`src/rtl/mem_pkg.sv`:
```
// Shared memory-path definitions: load/store opcodes, widths, the store-buffer
// entry layout and the byte-lane helpers used at enqueue and at query time.
package mem_pkg;

  localparam int ADDR_WIDTH  = 15;
  localparam int DATA_WIDTH  = 32;
  localparam int WADDR_WIDTH = ADDR_WIDTH - 2;

  localparam logic [6:0] OP_LB  = 7'd11;
  localparam logic [6:0] OP_LH  = 7'd12;
  localparam logic [6:0] OP_LW  = 7'd13;
  localparam logic [6:0] OP_LBU = 7'd14;
  localparam logic [6:0] OP_LHU = 7'd15;
  localparam logic [6:0] OP_SB  = 7'd16;
  localparam logic [6:0] OP_SH  = 7'd17;
  localparam logic [6:0] OP_SW  = 7'd18;

  typedef enum logic {
    DRAIN_IDLE  = 1'b0,
    DRAIN_WRITE = 1'b1
  } drain_state_e;

  typedef struct packed {
    logic                   valid;
    logic                   spec;
    logic [WADDR_WIDTH-1:0] waddr;
    logic [3:0]             be;
    logic [DATA_WIDTH-1:0]  data;
  } sb_entry_t;

  function automatic logic is_store(input logic [6:0] opcode);
    return (opcode == OP_SB) || (opcode == OP_SH) || (opcode == OP_SW);
  endfunction

  // Misaligned halfword/word accesses keep the aligned lane pattern.
  function automatic logic [3:0] lane_mask(input logic [6:0] opcode, input logic [1:0] a);
    case (opcode)
      OP_LB, OP_LBU, OP_SB: lane_mask = 4'b0001 << a;
      OP_LH, OP_LHU, OP_SH: lane_mask = a[1] ? 4'b1100 : 4'b0011;
      default:              lane_mask = 4'b1111;
    endcase
  endfunction

  function automatic logic [DATA_WIDTH-1:0] lane_data(input logic [6:0] opcode,
                                                     input logic [1:0] a,
                                                     input logic [DATA_WIDTH-1:0] d);
    case (opcode)
      OP_SB:   lane_data = {24'b0, d[7:0]} << {a, 3'b000};
      OP_SH:   lane_data = a[1] ? {d[15:0], 16'b0} : {16'b0, d[15:0]};
      default: lane_data = d;
    endcase
  endfunction

endpackage

```
`src/rtl/store_addr_match.sv`:
```
// One store-buffer entry versus one load query. With STORE_BUFFER_BYTE_MATCH_EN
// defined the byte lanes must also overlap; otherwise the match is word-granular.
module store_addr_match
  import mem_pkg::*;
(
  input  logic                   entry_valid,
  input  logic [WADDR_WIDTH-1:0] entry_waddr,
  input  logic [3:0]             entry_be,
  input  logic [WADDR_WIDTH-1:0] query_waddr,
  input  logic [3:0]             query_mask,
  output logic                   hit
);

`ifdef STORE_BUFFER_BYTE_MATCH_EN
  assign hit = entry_valid && (entry_waddr == query_waddr) && |(entry_be & query_mask);
`else
  logic unused_lanes;
  assign unused_lanes = ^{entry_be, query_mask};
  assign hit = entry_valid && (entry_waddr == query_waddr);
`endif

endmodule

```
`src/rtl/store_buffer.sv`:
```
// Store buffer: circular FIFO of committed/speculative stores, load-conflict
// lookup and in-order drain to data RAM. Optional macro: STORE_BUFFER_BYTE_MATCH_EN.
module store_buffer #(
  parameter int DEPTH      = 4,
  parameter int ADDR_WIDTH = mem_pkg::ADDR_WIDTH,
  parameter int DATA_WIDTH = mem_pkg::DATA_WIDTH
) (
  input  logic                      clk,
  input  logic                      reset,
  input  logic                      st_valid,
  input  logic [6:0]                st_opcode,
  input  logic [ADDR_WIDTH-1:0]     st_addr,
  input  logic [DATA_WIDTH-1:0]     st_data,
  input  logic                      speculative,
  input  logic                      prediction_success,
  input  logic                      prediction_failed,
  input  logic                      search_store_buffer,
  input  logic [ADDR_WIDTH-1:0]     computed_addr,
  input  logic [6:0]                search_opcode,
  output logic                      store_buffer_match,
  output logic                      full,
  output logic                      mem_wr_valid,
  output logic [ADDR_WIDTH-1:0]     mem_wr_addr,
  output logic [DATA_WIDTH-1:0]     mem_wr_data,
  output logic [3:0]                mem_wr_be,
  input  logic                      mem_wr_ready,
  output mem_pkg::drain_state_e     dbg_state,
  output logic [$clog2(DEPTH):0]    dbg_count
);
  import mem_pkg::*;

  localparam int PW = $clog2(DEPTH);

  sb_entry_t        entries [DEPTH];
  sb_entry_t        new_entry;
  logic [PW-1:0]    head, tail, tail_base, head_inc, load_idx;
  logic [PW:0]      count, count_next, nspec;
  logic             enq, retire, head_ok, next_ok, load_mem;
  logic [DEPTH:0]   hits;
  logic [3:0]       query_mask;
  drain_state_e     state, state_next;

  // Incoming store: resolution in the same cycle applies to it as well.
  always_comb begin
    enq = st_valid && is_store(st_opcode) && !full && !(prediction_failed && speculative);
    new_entry       = '0;
    new_entry.valid = 1'b1;
    new_entry.spec  = speculative && !prediction_success;
    new_entry.waddr = st_addr[ADDR_WIDTH-1:2];
    new_entry.be    = lane_mask(st_opcode, st_addr[1:0]);
    new_entry.data  = lane_data(st_opcode, st_addr[1:0], st_data);
  end

  // Spec entries are the youngest contiguous run, so a flush just rewinds tail.
  always_comb begin
    nspec = '0;
    if (prediction_failed) begin
      for (int i = 0; i < DEPTH; i++) begin
        if (entries[i].valid && entries[i].spec) nspec = nspec + (PW+1)'(1);
      end
    end
    tail_base  = tail - nspec[PW-1:0];
    retire     = mem_wr_valid && mem_wr_ready;
    count_next = count - nspec - (PW+1)'(retire) + (PW+1)'(enq);
    head_inc   = head + PW'(1);
    head_ok    = entries[head].valid && !entries[head].spec;
    next_ok    = entries[head_inc].valid && !entries[head_inc].spec;
  end

  // mem_wr_valid/mem_wr_ready: a write transfers on every cycle both are high;
  // while valid is high and ready is low, addr, data and be are held stable.
  always_ff @(posedge clk) begin
    if (reset) state <= DRAIN_IDLE;
    else       state <= state_next;
  end

  always_comb begin
    state_next = state;
    case (state)
      DRAIN_IDLE:  if (head_ok) state_next = DRAIN_WRITE;
      DRAIN_WRITE: if (mem_wr_ready) state_next = next_ok ? DRAIN_WRITE : DRAIN_IDLE;
      default:     state_next = DRAIN_IDLE;
    endcase
  end

  always_comb begin
    load_mem = 1'b0;
    load_idx = head;
    case (state)
      DRAIN_IDLE:  load_mem = head_ok;
      DRAIN_WRITE: begin
        load_mem = mem_wr_ready && next_ok;
        load_idx = head_inc;
      end
      default: load_mem = 1'b0;
    endcase
  end

  always_ff @(posedge clk) begin
    if (reset) begin
      for (int i = 0; i < DEPTH; i++) entries[i] <= '0;
      head         <= '0;
      tail         <= '0;
      count        <= '0;
      full         <= 1'b0;
      mem_wr_valid <= 1'b0;
      mem_wr_addr  <= '0;
      mem_wr_data  <= '0;
      mem_wr_be    <= '0;
    end else begin
      for (int i = 0; i < DEPTH; i++) begin
        if (prediction_success) entries[i].spec <= 1'b0;
        if (prediction_failed && entries[i].spec) begin
          entries[i].valid <= 1'b0;
          entries[i].spec  <= 1'b0;
        end
      end
      if (retire) entries[head].valid <= 1'b0;
      // The enqueue slot can never be the retiring head: that would need a full buffer.
      if (enq) entries[tail_base] <= new_entry;
      head  <= retire ? head_inc : head;
      tail  <= enq ? tail_base + PW'(1) : tail_base;
      count <= count_next;
      full  <= (count_next == (PW+1)'(DEPTH));
      mem_wr_valid <= (state_next == DRAIN_WRITE);
      if (load_mem) begin
        mem_wr_addr <= {entries[load_idx].waddr, 2'b00};
        mem_wr_data <= entries[load_idx].data;
        mem_wr_be   <= entries[load_idx].be;
      end
    end
  end

  assign query_mask = lane_mask(search_opcode, computed_addr[1:0]);

  for (genvar g = 0; g < DEPTH; g++) begin : g_match
    store_addr_match u_match (
      .entry_valid (entries[g].valid),
      .entry_waddr (entries[g].waddr),
      .entry_be    (entries[g].be),
      .query_waddr (computed_addr[ADDR_WIDTH-1:2]),
      .query_mask  (query_mask),
      .hit         (hits[g])
    );
  end

  store_addr_match u_bypass (
    .entry_valid (enq),
    .entry_waddr (new_entry.waddr),
    .entry_be    (new_entry.be),
    .query_waddr (computed_addr[ADDR_WIDTH-1:2]),
    .query_mask  (query_mask),
    .hit         (hits[DEPTH])
  );

  assign store_buffer_match = search_store_buffer && (|hits) && !reset;
  assign dbg_state          = state;
  assign dbg_count          = count;

endmodule

```
`config.mk`:
```
export PLATFORM = sky130hd
export DESIGN_NAME = store_buffer
export DESIGN_NICKNAME = d
export VERILOG_FILES = /design/src/rtl/mem_pkg.sv /design/src/rtl/store_addr_match.sv /design/src/rtl/store_buffer.sv
export SDC_FILE = /design/constraint.sdc
export NUM_CORES = 1
export LEC_CHECK = 0
export CORE_MARGIN = 2
export CORE_UTILIZATION = 56
export DETAILED_ROUTE_END_ITERATION = 10
export PLACE_DENSITY_LB_ADDON = 0.05
export SYNTH_ARGS = -nofsm -noshare
export SYNTH_HDL_FRONTEND = slang
export SYNTH_SLANG_ARGS = --single-unit
```
`constraint.sdc`:
```
create_clock -name clk -period 5.3 [get_ports clk]
set_clock_uncertainty 0.1 [all_clocks]
set_input_delay 1.06 -clock clk [delete_from_list [all_inputs] [get_ports clk]]
set_output_delay 1.06 -clock clk [all_outputs]
set_load 0.02 [all_outputs]
```
==> flow_summary.ini <==
[logic_synthesis]
synth_top_area_cell = edfxtp_1
synthFlopType = edfxtp_1
synth-edff-count = 200
synth_top_area_share_pct = 49.0
synth_cell_types = 44
synth_area_per_cell_um2 = 12.5
syn_inst = 979
syn_area_um2 = 12300
async_reset_ff_share_pct = 0
ys_seq_area_share_pct = 59.4
synth_seq_cells = 264
yosys_warnings = 0
synth.area.top_cells = edfxtp_1, dfxtp_1, mux4_2

[worst_setup_path]
worst-path-max-fanout = 2
cp_cell_sequence = clkdlybuf4s50_1 > or3b_4 > or3_1 > or2_4 > or4_1 > a311oi_1 > buf_4 > dlygate4sd2_1
r2r_slack_ns = 1.34
path_class = input port to output pin
slowest_delay_ns = 0.52
cpLargestDelayFamily = simple AND/OR/NAND/NOR gates
cp-endpoint = store_buffer_match
crit_start = st_opcode[4]
critPathBufInv = 3
cp_num_cells = 8
crit_path_top_delay_cell = or4_1
arrival_ns = 3.88
r2r_end = entries[2][49]
cp-start-kind = input port
ff2ff_path_depth = 14
end_kind = output pin
crit_required_ns = 4.14
r2r-start = entries[0][50]

[timing]
fin_crit_ns = 5.04
slew_headroom_pct = 38.9
slew_viol_final = 0
finalSetupTns_ns = 0
worst-slew-pin-transition_ns = 0.916
timing.final.ws_setup_ns = 0.260
min_period_over_period_pct = 95.1
hold_violations = 0
rsz0062_at_grt = false
setup_viol = 0
max_freq_mhz = 198

[floorplan]
die_y_um = 152
dieArea_um2 = 23100
ioPinCount = 142
core_um2 = 21600
dieWidth_um = 152
rows = 54
initial_core_util_pct = 56.7

[cts]
cts_tree = done
cts.clk_slew.worst_paths_ns = 0.06
cts-htree-levels = 1
clk_latency_ns = 0.54
cts_inserted_buffers = 28
clk_path_buf_depth = 3
postCtsHoldBufs = 0
cts_sinks = 264
cts_root_buffer = clkbuf_16

[min_path]
hold_class = flip-flop to flip-flop
whs_path_depth = 2

[pwr]
ir_drop_uv = 247
leakagePower_nw = 5.54
power_density_nw_per_um2 = 305

[drt]
wl_per_cell_um = 21.1
antenna_left = 0
drt_first_pass_iters = 5
finalWirelength_mm = 29.6
drcViolationCount = 0
drt-vias-per-instance = 5.81
drt_iter0_markers = 729
vias = 8135

[placed_design]
place.gp.congestion = 0.819
numPortBuffers = 130
pre_cts_slack_ns = 0.00999
dp_hpwl_mm = 18.7

[run]
cap_violations = 0

[global_route]
grt_max_degree = 70
grt_pass1_wl_mm = 46.3
grt_pass1_vias = 8236
grt_use_total_pct = 25.6
overflow = 0
antenna_found_initial = 0

[final_layout]
fillCellCount = 1641
final_layout_size_suffix_gt1_share_pct = 13.0
multi_input_area_um2 = 4650
ff_latch_area_um2 = 7290
antenna_cells = 0
synthToLayoutAreaGrowth_pct = 21.3
fin_nets = 1198

[outcome]
status = complete, no violations
## cell families (layout without fill, tap and decap cells)
| family | Yosys count | after routing | share of synthesized area (%) |
|---|---|---|---|
| AO/OA/AOI/OAI | 47 | 47 | 2.29 |
| XOR/XNOR | 76 | 76 | 5.43 |
| adder cells (fa/ha/maj) | 16 | 16 | 1.76 |
| buffers and inverters | 95 | 234 | 3.06 |
| flip-flops | 264 | 264 | 59.4 |
| multiplexers | 103 | 103 | 13.6 |
| other | 1 | 2 | 0.0306 |
| AND/OR/NAND/NOR | 377 | 377 | 14.4 |
## area by class of cell
class                      instances  share of cell area (%)
timing repair buffer             164                    10.6
clock buffer                      42                    5.75
sequential                       264                    49.0
tap                              280                    2.36
clock inverter                     9                   0.555
multi-input combinational        621                    31.3
inverter                          19                   0.480
## worst register-to-register path, stage by stage, from the launching register on
cell,delay [ns]
dfxtp_1,0.40
and2_1,0.18
inv_1,0.05
ha_1,0.30
xnor2_1,0.27
xnor2_1,0.11
nor2b_1,0.25
ha_1,0.22
xnor2_1,0.08
xnor2_1,0.32
inv_1,0.12
ha_1,0.46
nand2_1,0.21
buf_4,0.48
nand3_1,0.16
## worst min path at each step
stage                    from             end  slack (ns)
3_3_place_gp   mem_wr_addr[4]  mem_wr_addr[4]        0.37
2_1_floorplan  entries[0][50]  entries[0][50]        0.38
5_1_grt        mem_wr_data[9]  mem_wr_data[9]        0.42
4_1_cts        mem_wr_addr[5]  mem_wr_addr[5]        0.40
3_5_place_dp   mem_wr_data[7]  mem_wr_data[7]        0.38
6_report       mem_wr_data[8]  mem_wr_data[8]        0.39
## registers in the layout (all words and copies together) (netlist names), named ones only
register / cells
entries: 204
mem_wr_addr: 13
mem_wr_valid: 1
head: 2
full: 1
mem_wr_be: 4
dbg_count: 3
mem_wr_data: 32
tail: 2
## layer usage
metal,track usage (%),vias up,part of all wire [%]
met3,3.54,44,6.4
met2,42.4,308,49
li1,-,3753,-
met4,6.45,0,1.7
met1,36.3,4030,43
met5,0,-,0
## Yosys cell counts (11+ instances only)
cell	number
nor2_1	206
edfxtp_1	200
dfxtp_1	64
clkbuf_1	63
xnor2_1	62
and3_1	60
mux2i_1	52
mux4_2	51
nand2_1	35
a21oi_1	29
inv_1	18
nor3_1	17
ha_1	14
xor2_1	14
nand4_1	12
nand2b_1	11
## power by group
part	internal [mW]	switching, mW
Sequential	2.27	0.0211
Clock	1.16	0.790
Combinational	0.133	0.160
## placed cells by master (no fill, tap or decap), types with 2 or more instances in the layout
cell,Yosys,layout
nand4b_1,5,5
nand2b_2,0,4
nand4_1,12,12
mux4_2,51,51
nor4_1,7,7
mux2i_1,52,51
nor2b_1,4,4
clkbuf_1,63,5
clkinv_2,0,5
clkbuf_8,0,8
conb_1,1,2
nor2_1,206,206
clkdlybuf4s50_1,0,128
inv_1,18,18
dfxtp_1,64,64
xor2_1,14,14
ha_1,14,14
or3_1,2,2
clkinv_1,1,2
xnor2_1,62,61
edfxtp_1,200,200
and2_1,2,2
nand2b_1,11,7
a22oi_1,8,8
buf_12,0,2
nand3_1,8,8
a41oi_1,2,2
and4bb_2,2,2
a21oi_1,29,29
and3_1,60,60
fa_1,2,2
clkbuf_16,0,29
nand2_1,35,35
nor3_1,17,16
buf_4,4,32
## metrics by stage
| step | util [%] | power, mW | hold slack, ns | instances | area, µm² |
|---|---|---|---|---|---|
| after global placement | 64.5 | 2.63 | 0.370 | 1348 | 13900 |
| after detailed placement | 64.5 | 2.63 | 0.382 | 1348 | 13900 |
| after global routing | 68.8 | 4.66 | 0.417 | 1399 | 14900 |
| final | 68.8 | 4.54 | 0.393 | 1399 | 14900 |
| after CTS | 68.8 | 4.56 | 0.403 | 1399 | 14900 |
| after floorplan | - | 2.49 | 0.383 | 980 | 12300 |
## what timing repair did
| action | 4_1_cts | 5_1_grt |
|---|---|---|
| resized for setup | 1 | 0 |
| endpoints found under the hold margin | 0 | 0 |
| endpoints found under the setup margin | 1 | 0 |
| setup buffers | 0 | 0 |
Power figures use the tool's default switching activity.
